## src/rtl/clock_pkg.sv

```systemverilog
// Shared encodings and BCD helpers for the clock/alarm core.
package clock_pkg;
   localparam logic [1:0] MODE_RUN       = 2'b00;
   localparam logic [1:0] MODE_SET_TIME  = 2'b01;
   localparam logic [1:0] MODE_SET_ALARM = 2'b10;

   localparam logic [1:0] FLD_HR = 2'd2;
   localparam logic [1:0] FLD_MN = 2'd1;
   localparam logic [1:0] FLD_SD = 2'd0;

   localparam logic [7:0] BCD_MAX_HR = 8'h23;
   localparam logic [7:0] BCD_MAX_MS = 8'h59;

   typedef enum logic [1:0] {
      ST_RUN       = 2'b00,
      ST_SET_TIME  = 2'b01,
      ST_SET_ALARM = 2'b10
   } state_t;

   // Returns {pm, hour_bcd} for a legal 24h BCD hour.
   function automatic logic [8:0] bcd_to_12h(input logic [7:0] hr);
      logic [7:0] t;
      t = hr - 8'h12;
      if (hr == 8'h00) return {1'b0, 8'h12};
      if (hr < 8'h12)  return {1'b0, hr};
      if (hr == 8'h12) return {1'b1, 8'h12};
      if (t[3:0] > 4'd9) t = t - 8'h06;
      return {1'b1, t};
   endfunction
endpackage

```

## src/rtl/bcd_field_cnt.sv

```systemverilog
// Two-digit BCD counter wrapping at MAX; nxt exposes the value it will load.
module bcd_field_cnt
   import clock_pkg::*;
#(
   parameter logic [7:0] MAX = BCD_MAX_MS
) (
   input  logic       clk,
   input  logic       rst,
   input  logic       inc,
   input  logic       clr,
   output logic [7:0] val,
   output logic [7:0] nxt,
   output logic       wrap
);
   logic [7:0] step;

   always_comb begin
      if (val == MAX)
         step = 8'h00;
      else if (val[3:0] == 4'd9)
         step = {val[7:4] + 4'd1, 4'd0};
      else
         step = {val[7:4], val[3:0] + 4'd1};
   end

   assign wrap = inc && (val == MAX);
   assign nxt  = clr ? 8'h00 : (inc ? step : val);

   always_ff @(posedge clk or posedge rst) begin
      if (rst)
         val <= 8'h00;
      else
         val <= nxt;
   end
endmodule

```

## src/rtl/clock_alarm_core.sv

```systemverilog
// Timekeeping core: prescaler, time/alarm setting FSM, alarm ring and 12/24h view.
module clock_alarm_core
   import clock_pkg::*;
#(
   parameter int CLK_HZ   = 50_000_000,
   parameter int RING_SEC = 60
) (
   input  logic        clk,
   input  logic        rst,
   input  logic [1:0]  mode,
   input  logic        btn_next,
   input  logic        btn_inc,
   input  logic        h12,
   input  logic        alarm_en,
   input  logic        ring_ack,
   output logic [23:0] tm,
   output logic [1:0]  field,
   output logic        pm,
   output logic        sec_pulse,
   output logic        ring
);
   localparam int PW = (CLK_HZ > 1) ? $clog2(CLK_HZ) : 1;
   localparam int RW = (RING_SEC > 1) ? $clog2(RING_SEC) : 1;

   state_t          state, state_nxt;
   logic [PW-1:0]   presc;
   logic [RW-1:0]   ring_cnt;
   logic            tick, set_t, set_a, match;
   logic            sd_inc, mn_inc, hr_inc, ah_inc, am_inc;
   logic            sd_wrap, mn_wrap, hr_wrap, ah_wrap, am_wrap, unused_wrap;
   logic [7:0]      sd, mn, hr, ahr, amn;
   logic [7:0]      sd_nxt, mn_nxt, hr_nxt, ahr_nxt, amn_nxt;
   logic [7:0]      view_hr;
   logic [15:0]     view_lo;
   logic [8:0]      hr12;

   always_comb begin
      case (mode)
         MODE_SET_TIME:  state_nxt = ST_SET_TIME;
         MODE_SET_ALARM: state_nxt = ST_SET_ALARM;
         default:        state_nxt = ST_RUN;
      endcase
   end

   assign set_t = (state == ST_SET_TIME);
   assign set_a = (state == ST_SET_ALARM);
   assign tick  = !set_t && (presc == PW'(CLK_HZ - 1));

   // Carries only ride on ticks, so manual edits never spill into the next field.
   assign sd_inc = tick | (set_t & btn_inc & (field == FLD_SD));
   assign mn_inc = (tick & sd_wrap) | (set_t & btn_inc & (field == FLD_MN));
   assign hr_inc = (tick & mn_wrap) | (set_t & btn_inc & (field == FLD_HR));
   assign ah_inc = set_a & btn_inc & (field == FLD_HR);
   assign am_inc = set_a & btn_inc & (field == FLD_MN);
   assign unused_wrap = ^{hr_wrap, ah_wrap, am_wrap};

   bcd_field_cnt #(.MAX(BCD_MAX_MS)) u_sd  (.clk(clk), .rst(rst), .inc(sd_inc), .clr(1'b0), .val(sd),  .nxt(sd_nxt),  .wrap(sd_wrap));
   bcd_field_cnt #(.MAX(BCD_MAX_MS)) u_mn  (.clk(clk), .rst(rst), .inc(mn_inc), .clr(1'b0), .val(mn),  .nxt(mn_nxt),  .wrap(mn_wrap));
   bcd_field_cnt #(.MAX(BCD_MAX_HR)) u_hr  (.clk(clk), .rst(rst), .inc(hr_inc), .clr(1'b0), .val(hr),  .nxt(hr_nxt),  .wrap(hr_wrap));
   bcd_field_cnt #(.MAX(BCD_MAX_HR)) u_ahr (.clk(clk), .rst(rst), .inc(ah_inc), .clr(1'b0), .val(ahr), .nxt(ahr_nxt), .wrap(ah_wrap));
   bcd_field_cnt #(.MAX(BCD_MAX_MS)) u_amn (.clk(clk), .rst(rst), .inc(am_inc), .clr(1'b0), .val(amn), .nxt(amn_nxt), .wrap(am_wrap));

   // Compare against the post-tick time so ring rises right after the tick.
   assign match = tick && alarm_en && (sd_nxt == 8'h00) && (mn_nxt == amn) && (hr_nxt == ahr);

   always_ff @(posedge clk or posedge rst) begin
      if (rst) begin
         state <= ST_RUN;
         field <= FLD_HR;
      end else begin
         state <= state_nxt;
         if (state_nxt != state && state_nxt != ST_RUN)
            field <= FLD_HR;
         else if (btn_next && set_t)
            field <= (field == FLD_SD) ? FLD_HR : field - 2'd1;
         else if (btn_next && set_a)
            field <= (field == FLD_HR) ? FLD_MN : FLD_HR;
      end
   end

   always_ff @(posedge clk or posedge rst) begin
      if (rst)
         presc <= '0;
      else if (set_t || tick)
         presc <= '0;
      else
         presc <= presc + PW'(1);
   end

   always_ff @(posedge clk or posedge rst) begin
      if (rst) begin
         ring     <= 1'b0;
         ring_cnt <= '0;
      end else if (ring_ack || !alarm_en) begin
         ring     <= 1'b0;
         ring_cnt <= '0;
      end else if (match) begin
         ring     <= 1'b1;
         ring_cnt <= '0;
      end else if (ring && tick) begin
         if (ring_cnt == RW'(RING_SEC - 1))
            ring <= 1'b0;
         else
            ring_cnt <= ring_cnt + RW'(1);
      end
   end

   always_comb begin
      view_hr = set_a ? ahr : hr;
      view_lo = set_a ? {amn, 8'h00} : {mn, sd};
      hr12    = bcd_to_12h(view_hr);
   end

   always_ff @(posedge clk or posedge rst) begin
      if (rst) begin
         tm        <= '0;
         pm        <= 1'b0;
         sec_pulse <= 1'b0;
      end else begin
         tm        <= {h12 ? hr12[7:0] : view_hr, view_lo};
         pm        <= h12 & hr12[8];
         sec_pulse <= tick;
      end
   end
endmodule
```

## config.mk

```make
export PLATFORM = sky130hd
export DESIGN_NAME = clock_alarm_core
export DESIGN_NICKNAME = d
export VERILOG_FILES = /design/src/rtl/clock_pkg.sv /design/src/rtl/bcd_field_cnt.sv /design/src/rtl/clock_alarm_core.sv
export SDC_FILE = /design/constraint.sdc
export NUM_CORES = 1
export LEC_CHECK = 0
export ABC_AREA = 1
export CAP_MARGIN = 40
export CORE_MARGIN = 4
export CORE_UTILIZATION = 57
export DETAILED_ROUTE_END_ITERATION = 10
export PLACE_DENSITY = 0.77
export SLEW_MARGIN = 20
export SYNTH_ARGS = -nofsm -noshare
export SYNTH_HDL_FRONTEND = slang
export SYNTH_SLANG_ARGS = --single-unit
```

## constraint.sdc

```tcl
create_clock -name clk -period 3.4 [get_ports clk]
set_input_delay 0.34 -clock clk [delete_from_list [all_inputs] [get_ports clk]]
set_output_delay 0.34 -clock clk [all_outputs]
set_load 0.03 [all_outputs]
```

After elaboration in Yosys (flattened, before gate mapping)

Cells that the tools add are included.
W data, S select, Z words.

Word-level logic and storage cells: 140
Input port bits: 9
Register bits after elaboration: 103

Reductions and logical operators: 28
Bitwise logic cells: 13
Equality and inequality tests: 23
Mux-type cells: 44
Add/subtract/negate cells: 15
$lt $le $gt $ge: 2

Operators by type and width:

| operator                | count |
|---|---|
| $mux W8                 | 16 |
| $mux W9                 | 6 |
| $add A4 B1 Y4 const B   | 10 |
| $add A26 B1 Y26 const B | 1 |
| $eq A26 B26 Y1 const B  | 1 |
| $mux W26                | 1 |
| $eq A8 B7 Y1 const B    | 3 |
| $mux W6                 | 4 |
| $eq A4 B4 Y1 const B    | 5 |
| $eq A8 B6 Y1 const B    | 2 |
| $eq A8 B8 Y1            | 2 |
| $logic_not A8 Y1        | 2 |
| $mux W16                | 1 |
| $logic_and A1 B1 Y1     | 11 |
| $and A1 B1 Y1           | 10 |
| $mux W1                 | 10 |
| $mux W2                 | 5 |
| $reduce_bool A3 Y1      | 3 |
| $eq A8 B5 Y1 const B    | 1 |
| $lt A8 B5 Y1 const B    | 1 |
| $reduce_and A2 Y1       | 4 |
| $sub A8 B3 Y8 const B   | 1 |
| $sub A8 B5 Y8 const B   | 1 |
| $add A6 B1 Y6 const B   | 1 |
| 13 further kinds        | 23 |

Logic depth before layout (Yosys ltp)

Depth in word-level cells: 15
Mapped depth: 19
Mapped depth without buffers: 19

Cells and area by module

From an unflattened synthesis, not the netlist that was laid out.

Cell total of the unflattened synthesis: 859
Area, all modules: 6419.9 sq um

Modules (own cells, without submodules):

| module                    | area an instance (sq um) | instances | cells an instance |
|---|---|---|---|
| clock_alarm_core          | 3967.6                   | 1         | 562 |
| bcd_field_cnt (u_amn ...) | 495.5                    | 3         | 59 |
| bcd_field_cnt (u_ahr ...) | 483.0                    | 2         | 60 |

Worst setup path after synthesis

No wires, ideal clock.

Kind: reg2reg
From: register field[1]
To: register ring_cnt[0]
Data required time: 3.275 ns
Arrival time: 2.187 ns
Stages on the path, launching flop included: 16
Setup slack: 1.088 ns
Clock period less this slack: 2.312 ns
Path through: dfstp_2 inv_1 ha_1 inv_1 nor3_2 o211ai_4 nand2_2 buf_6 nand2_1 nand2_1 nand2_1 nand2_1 nor2_1 nand4_1 o21ai_2 nor2_1

Cells in the longest elaborated chain, start to end: 14

Ends and longest elaborated chain:

| what                                                          | RTL line                | source |
|---|---|---|
| start, declared                                               | clock_alarm_core.sv:17  | `output logic [1:0] field,` |
| start signal, assigned                                        | clock_alarm_core.sv:75  | `field <= (field == FLD_SD) ? FLD_HR : field - 2'd1;` |
| start signal, assigned                                        | clock_alarm_core.sv:77  | `field <= (field == FLD_HR) ? FLD_MN : FLD_HR;` |
| $logic_not A2 Y1                                              | clock_alarm_core.sv:50  | `assign sd_inc = tick \| (set_t & btn_inc & (field == FLD_SD));` |
| $and A1 B1 Y1                                                 | clock_alarm_core.sv:50  |  |
| $or A1 B1 Y1                                                  | clock_alarm_core.sv:50  |  |
| $logic_and A1 B1 Y1                                           | bcd_field_cnt.sv:26     | `assign wrap = inc && (val == MAX);` |
| $and A1 B1 Y1                                                 | clock_alarm_core.sv:51  | `assign mn_inc = (tick & sd_wrap) \| (set_t & btn_inc & (field == FLD_MN));` |
| $or A1 B1 Y1                                                  | clock_alarm_core.sv:51  |  |
| $logic_and A1 B1 Y1                                           | bcd_field_cnt.sv:26     |  |
| $and A1 B1 Y1                                                 | clock_alarm_core.sv:52  | `assign hr_inc = (tick & mn_wrap) \| (set_t & btn_inc & (field == FLD_HR));` |
| $or A1 B1 Y1 (*)                                              | clock_alarm_core.sv:52  |  |
| $mux W8 (*)                                                   | bcd_field_cnt.sv:27     | `assign nxt = clr ? 8'h00 : (inc ? step : val);` |
| named net hr_nxt[3]                                           | clock_alarm_core.sv:32  | `logic [7:0] sd_nxt, mn_nxt, hr_nxt, ahr_nxt, amn_nxt;` |
| $eq A8 B8 Y1 (*)                                              | clock_alarm_core.sv:64  | `assign match = tick && alarm_en && (sd_nxt == 8'h00) && (mn_nxt == amn) && (hr_nxt == ahr);` |
| $logic_and A1 B1 Y1 (*)                                       | clock_alarm_core.sv:64  |  |
| $ne A3 B3 Y1 (no source line), or another cell as far along   | --                      |  |
| $reduce_and A2 Y1 (no source line) or $mux W6 (tied branches) | --                      |  |
| end signal, assigned                                          | clock_alarm_core.sv:104 | `ring_cnt <= ring_cnt + RW'(1);` |
| end, declared                                                 | clock_alarm_core.sv:27  | `logic [RW-1:0] ring_cnt;` |

Mark *: on every way through the listed nets, which the timed path passes. The rest lies on a longest branch.
A chain may end at the register's enable or synchronous reset.

Worst setup path after layout

From: register u_mn.val[1]
To: register ring_cnt[1]

Cells in the longest elaborated chain, start to end: 9

Ends and longest elaborated chain:

| what                                                          | RTL line                                    | source |
|---|---|---|
| start, declared                                               | bcd_field_cnt.sv:11                         | `output logic [7:0] val,` |
| start signal, assigned                                        | bcd_field_cnt.sv:33                         | `val <= nxt;` |
| $add A4 B1 Y4, or another cell as far along                   | bcd_field_cnt.sv:23                         | `step = {val[7:4], val[3:0] + 4'd1};` |
| $mux W8 or $logic_and A1 B1 Y1 (tied branches)                | bcd_field_cnt.sv:20, bcd_field_cnt.sv:26    |  |
| $mux W8 or $and A1 B1 Y1 (tied branches)                      | bcd_field_cnt.sv:18, clock_alarm_core.sv:52 |  |
| $mux W8 or $or A1 B1 Y1 (tied branches)                       | bcd_field_cnt.sv:27, clock_alarm_core.sv:52 |  |
| $eq A8 B8 Y1 or $mux W8 (tied branches)                       | clock_alarm_core.sv:64, bcd_field_cnt.sv:27 |  |
| $logic_and A1 B1 Y1 or $eq A8 B8 Y1 (tied branches)           | clock_alarm_core.sv:64                      |  |
| $logic_and A1 B1 Y1 (*)                                       | clock_alarm_core.sv:64                      |  |
| $ne A3 B3 Y1 (no source line), or another cell as far along   | --                                          |  |
| $reduce_and A2 Y1 (no source line) or $mux W6 (tied branches) | --                                          |  |

Mark *: on every way between the ends. The rest lies on a longest branch, timed or not.

==> flow_summary_export.csv <==
group,metric,value,unit
layout,layout_common_cells,"163 x nand2_1, 110 x inv_1, 102 x dfrtp_1",
critical_path,cp_max_fo,12,
sta,rsz0062_at_grt,"false",
layout,drive_above_1_share,6.86,%
sta,tns,0,ns
power_and_ir_drop,p_int,2.18,mW
critical_path,end_kind,"register",
critical_path,rr_startpoint,"u_mn.val[1]$_DFF_PP0_",
sta,setup_violations,0,
critical_path,path_buf_inv,2,
synthesis,synth_cell_type_count,41,
routing,vias_per_cell,5.42,
critical_path,cpPeakStageDelay,0.46,ns
critical_path,arrival,3.12,ns
global_route,grt_max_degree,60,
layout,antenna_cells,0,
critical_path,worstSetupPathType,"register to register",
synthesis,seq_area_frac_synth,43.5,%
critical_path,required,3.66,ns
worst_hold_path,worst_hold_path_type,"primary input to asynchronous set/reset pin",
synthesis,synth_nets,792,
cts,cts.repair.resized,0,
layout,final_cells,935,
sta,drv_slew,0,
sta,worst_pin_slew,0.736,ns
power_and_ir_drop,seqPwrFrac,45.5,%
status,status,"complete, no violations",
cts,root_buffer,"clkbuf_8",
power_and_ir_drop,max-vdd-ir-drop,0.355,mV
floorplanning,coreArea,0.00995,sq mm
routing,dr_total_vias,5064,
sta,fin_crit,2.86,ns
power_and_ir_drop,power_density,524,mW/mm^2
synthesis,yosys_register_bits,103,
floorplanning,initial_utilization,59.5,%
critical_path,cp_top_family,"simple AND/OR/NAND/NOR gates",
power_and_ir_drop,swShare,37.5,%
cts,numCtsBuffers,9,
layout,syn_to_final_growth,12.2,%
global_route,grt_first_pass_wirelength,21400,um
routing,drc_errors,0,
power_and_ir_drop,p_leak,3.10,nW
floorplanning,pin_count,38,
critical_path,start_kind,"register",
sta,worst_slack,0.543,ns
placement,port_buffers,37,
placement,gp_congestion,0.881,
synthesis,avgSynthCellArea,7.86,sq um
cts,htreeDepth,3,
critical_path,rr_worst_depth,14,
cts,cts_sinks,103,
global_route,overflow,0,
sta,clock.fmax,0.350,GHz
power_and_ir_drop,power_frac_clock,22.8,%
placement,placed_cells,919,
routing,drt_iter0_markers,316,
critical_path,crit_path_cell_trace,"inv_1 > ha_1 > nand2_1 > nor2_4 > nand4_1 > inv_1 > o211ai_4 > nand2_2 > nand2_1 > o21ai_2 > xor2_1 > nand4_1 > o21ai_2 > nor2_1",
synthesis,async_flop_share,100,%
synthesis,syn-instance-count,754,
cts,path_clk_slew,0.12,ns
cts,clockBufferDepth,2,
power_and_ir_drop,p_sw,1.31,mW
synthesis,synth_area,0.00592,sq mm
floorplanning,die-area,0.0121,sq mm
sta,hold_violations,0,
routing,wire_per_inst,13.4,um
cts,cts_tree,"built",
critical_path,cpMaxStageDelayCell,"dfrtp_1",
critical_path,reg2reg_slack,0.54,ns
synthesis,ys_warn_count,0,
sta,finClkSkew,0.0204,ns
floorplanning,die_y,110,um
placement,pre_cts_ws,0.526,ns
layout,fin_nets,835,
synthesis,synth-edff-count,0,
critical_path,reg2reg_to,"ring_cnt[1]$_DFFE_PP0P_",
routing,first_pass_iters,7,
sta,slew_headroom,50.9,%
layout,final_common_cell,"nand2_1",
cts,cts_hold_buf,0,
cts,cts_setup_buffers,0,
floorplanning,dieWidth,110,um
sta,period_share,84.0,%
global_route,grt_pass1_vias,4775,
global_route,track_usage,22.3,%
routing,drt_wl_total,12500,um
cts,insertion_delay,0.39,ns
synthesis,synth_ff_type,"dfrtp_1",
routing,postRouteAntennaNets,0,
floorplanning,row_count,36,
power_and_ir_drop,power,3.48,mW
placement,hpwl,9270,um
power_and_ir_drop,comb_power_share,31.7,%
job,maxCapViolCount,0,
global_route,antenna_found_initial,0,
[how the worst max path moves through the flow]
stage,endpoint,startpoint,depth (start not counted)
floorplan,field[0]$_DFFE_PP0P_,rst,1
global placement,ring_cnt[0]$_DFFE_PP0P_,btn_inc,16
detailed placement,ring_cnt[1]$_DFFE_PP0P_,btn_inc,16
CTS,ring_cnt[1]$_DFFE_PP0P_,u_sd.val[1]$_DFF_PP0_,17
global route,ring_cnt[1]$_DFFE_PP0P_,u_sd.val[1]$_DFF_PP0_,17
finish,ring_cnt[1]$_DFFE_PP0P_,u_mn.val[1]$_DFF_PP0_,14
[flip-flops by register name, indices dropped and copies added (netlist names)]
| register | count |
|---|---|
| field | 2 |
| pm | 1 |
| presc | 26 |
| ring | 1 |
| ring_cnt | 6 |
| sec_pulse | 1 |
| state | 2 |
| tm | 24 |
| u_ahr.val | 8 |
| u_amn.val | 8 |
| u_hr.val | 8 |
| u_mn.val | 8 |
| u_sd.val | 8 |
[per-stage QoR]
step	cell area (sq um)	hold slack (ns)	utilization, %
after floorplan	5920	0.433	-
after global placement	6440	0.447	64.7
after detailed placement	6440	0.452	64.7
after CTS	6650	0.445	66.8
after global routing	6650	0.485	66.8
final	6650	0.424	66.8
[cell families after synthesis]
| group | synth area share, % |
|---|---|
| compound gates | 9.74 |
| xor+xnor | 3.55 |
| fa+ha+maj | 6.12 |
| buf+inv | 8.13 |
| flops | 43.5 |
| mux | 0.169 |
| simple gates | 28.8 |
[power groups by stage]
stage	Sequential, mW	Clock, mW	Combinational (mW)
after floorplan	1.69	0	0.665
after global placement	1.60	0	1.07
after detailed placement	1.60	0	1.10
after CTS	1.58	0.814	1.11
after global routing	1.61	0.868	1.26
final	1.58	0.793	1.11
[cell usage after synthesis (2+ instances only)]
cell type	instances	area [sq um]
nand2_2	7	43.8
nor4_1	2	12.5
nand4_1	13	81.3
nor2_1	83	312
nor3_2	4	40.0
inv_2	3	11.3
o21a_1	2	15.0
nand2_1	163	612
inv_1	111	417
nand3b_1	2	15.0
clkbuf_1	4	15.0
xnor2_1	4	35.0
o211ai_1	7	52.6
and3_1	3	18.8
nor2_2	4	25.0
o21ai_2	3	26.3
buf_6	3	33.8
dfrtp_1	102	2550
nor3_1	24	120
o22ai_1	5	31.3
ha_1	29	363
xor2_1	20	175
nand3_1	57	285
a21oi_1	28	140
o21ai_0	43	215
or2_2	2	12.5
o21ai_1	5	25.0
nor2_4	5	56.3
nand3_4	2	35.0
a31oi_1	3	18.8
[area by class of cell]
| type | count | area (sq um) |
|---|---|---|
| repair buffers | 39 | 398 |
| inverters | 115 | 435 |
| well taps | 133 | 166 |
| clock buffers | 9 | 124 |
| clock inverters | 7 | 80.1 |
| fillers | 828 | 3310 |
| flip-flops and latches | 103 | 2580 |
| multi-input cells | 529 | 2860 |
[per-layer routing]
metal / vias to the layer above / share of wire, % / GRT usage (%)
met5: - / 0 / 0
met4: 0 / 1.7 / 6.32
met2: 112 / 50 / 38.4
met1: 2410 / 44 / 27.9
li1: 2526 / - / -
met3: 16 / 4.5 / 5.52
No activity file was read; power rests on OpenSTA's default activity.
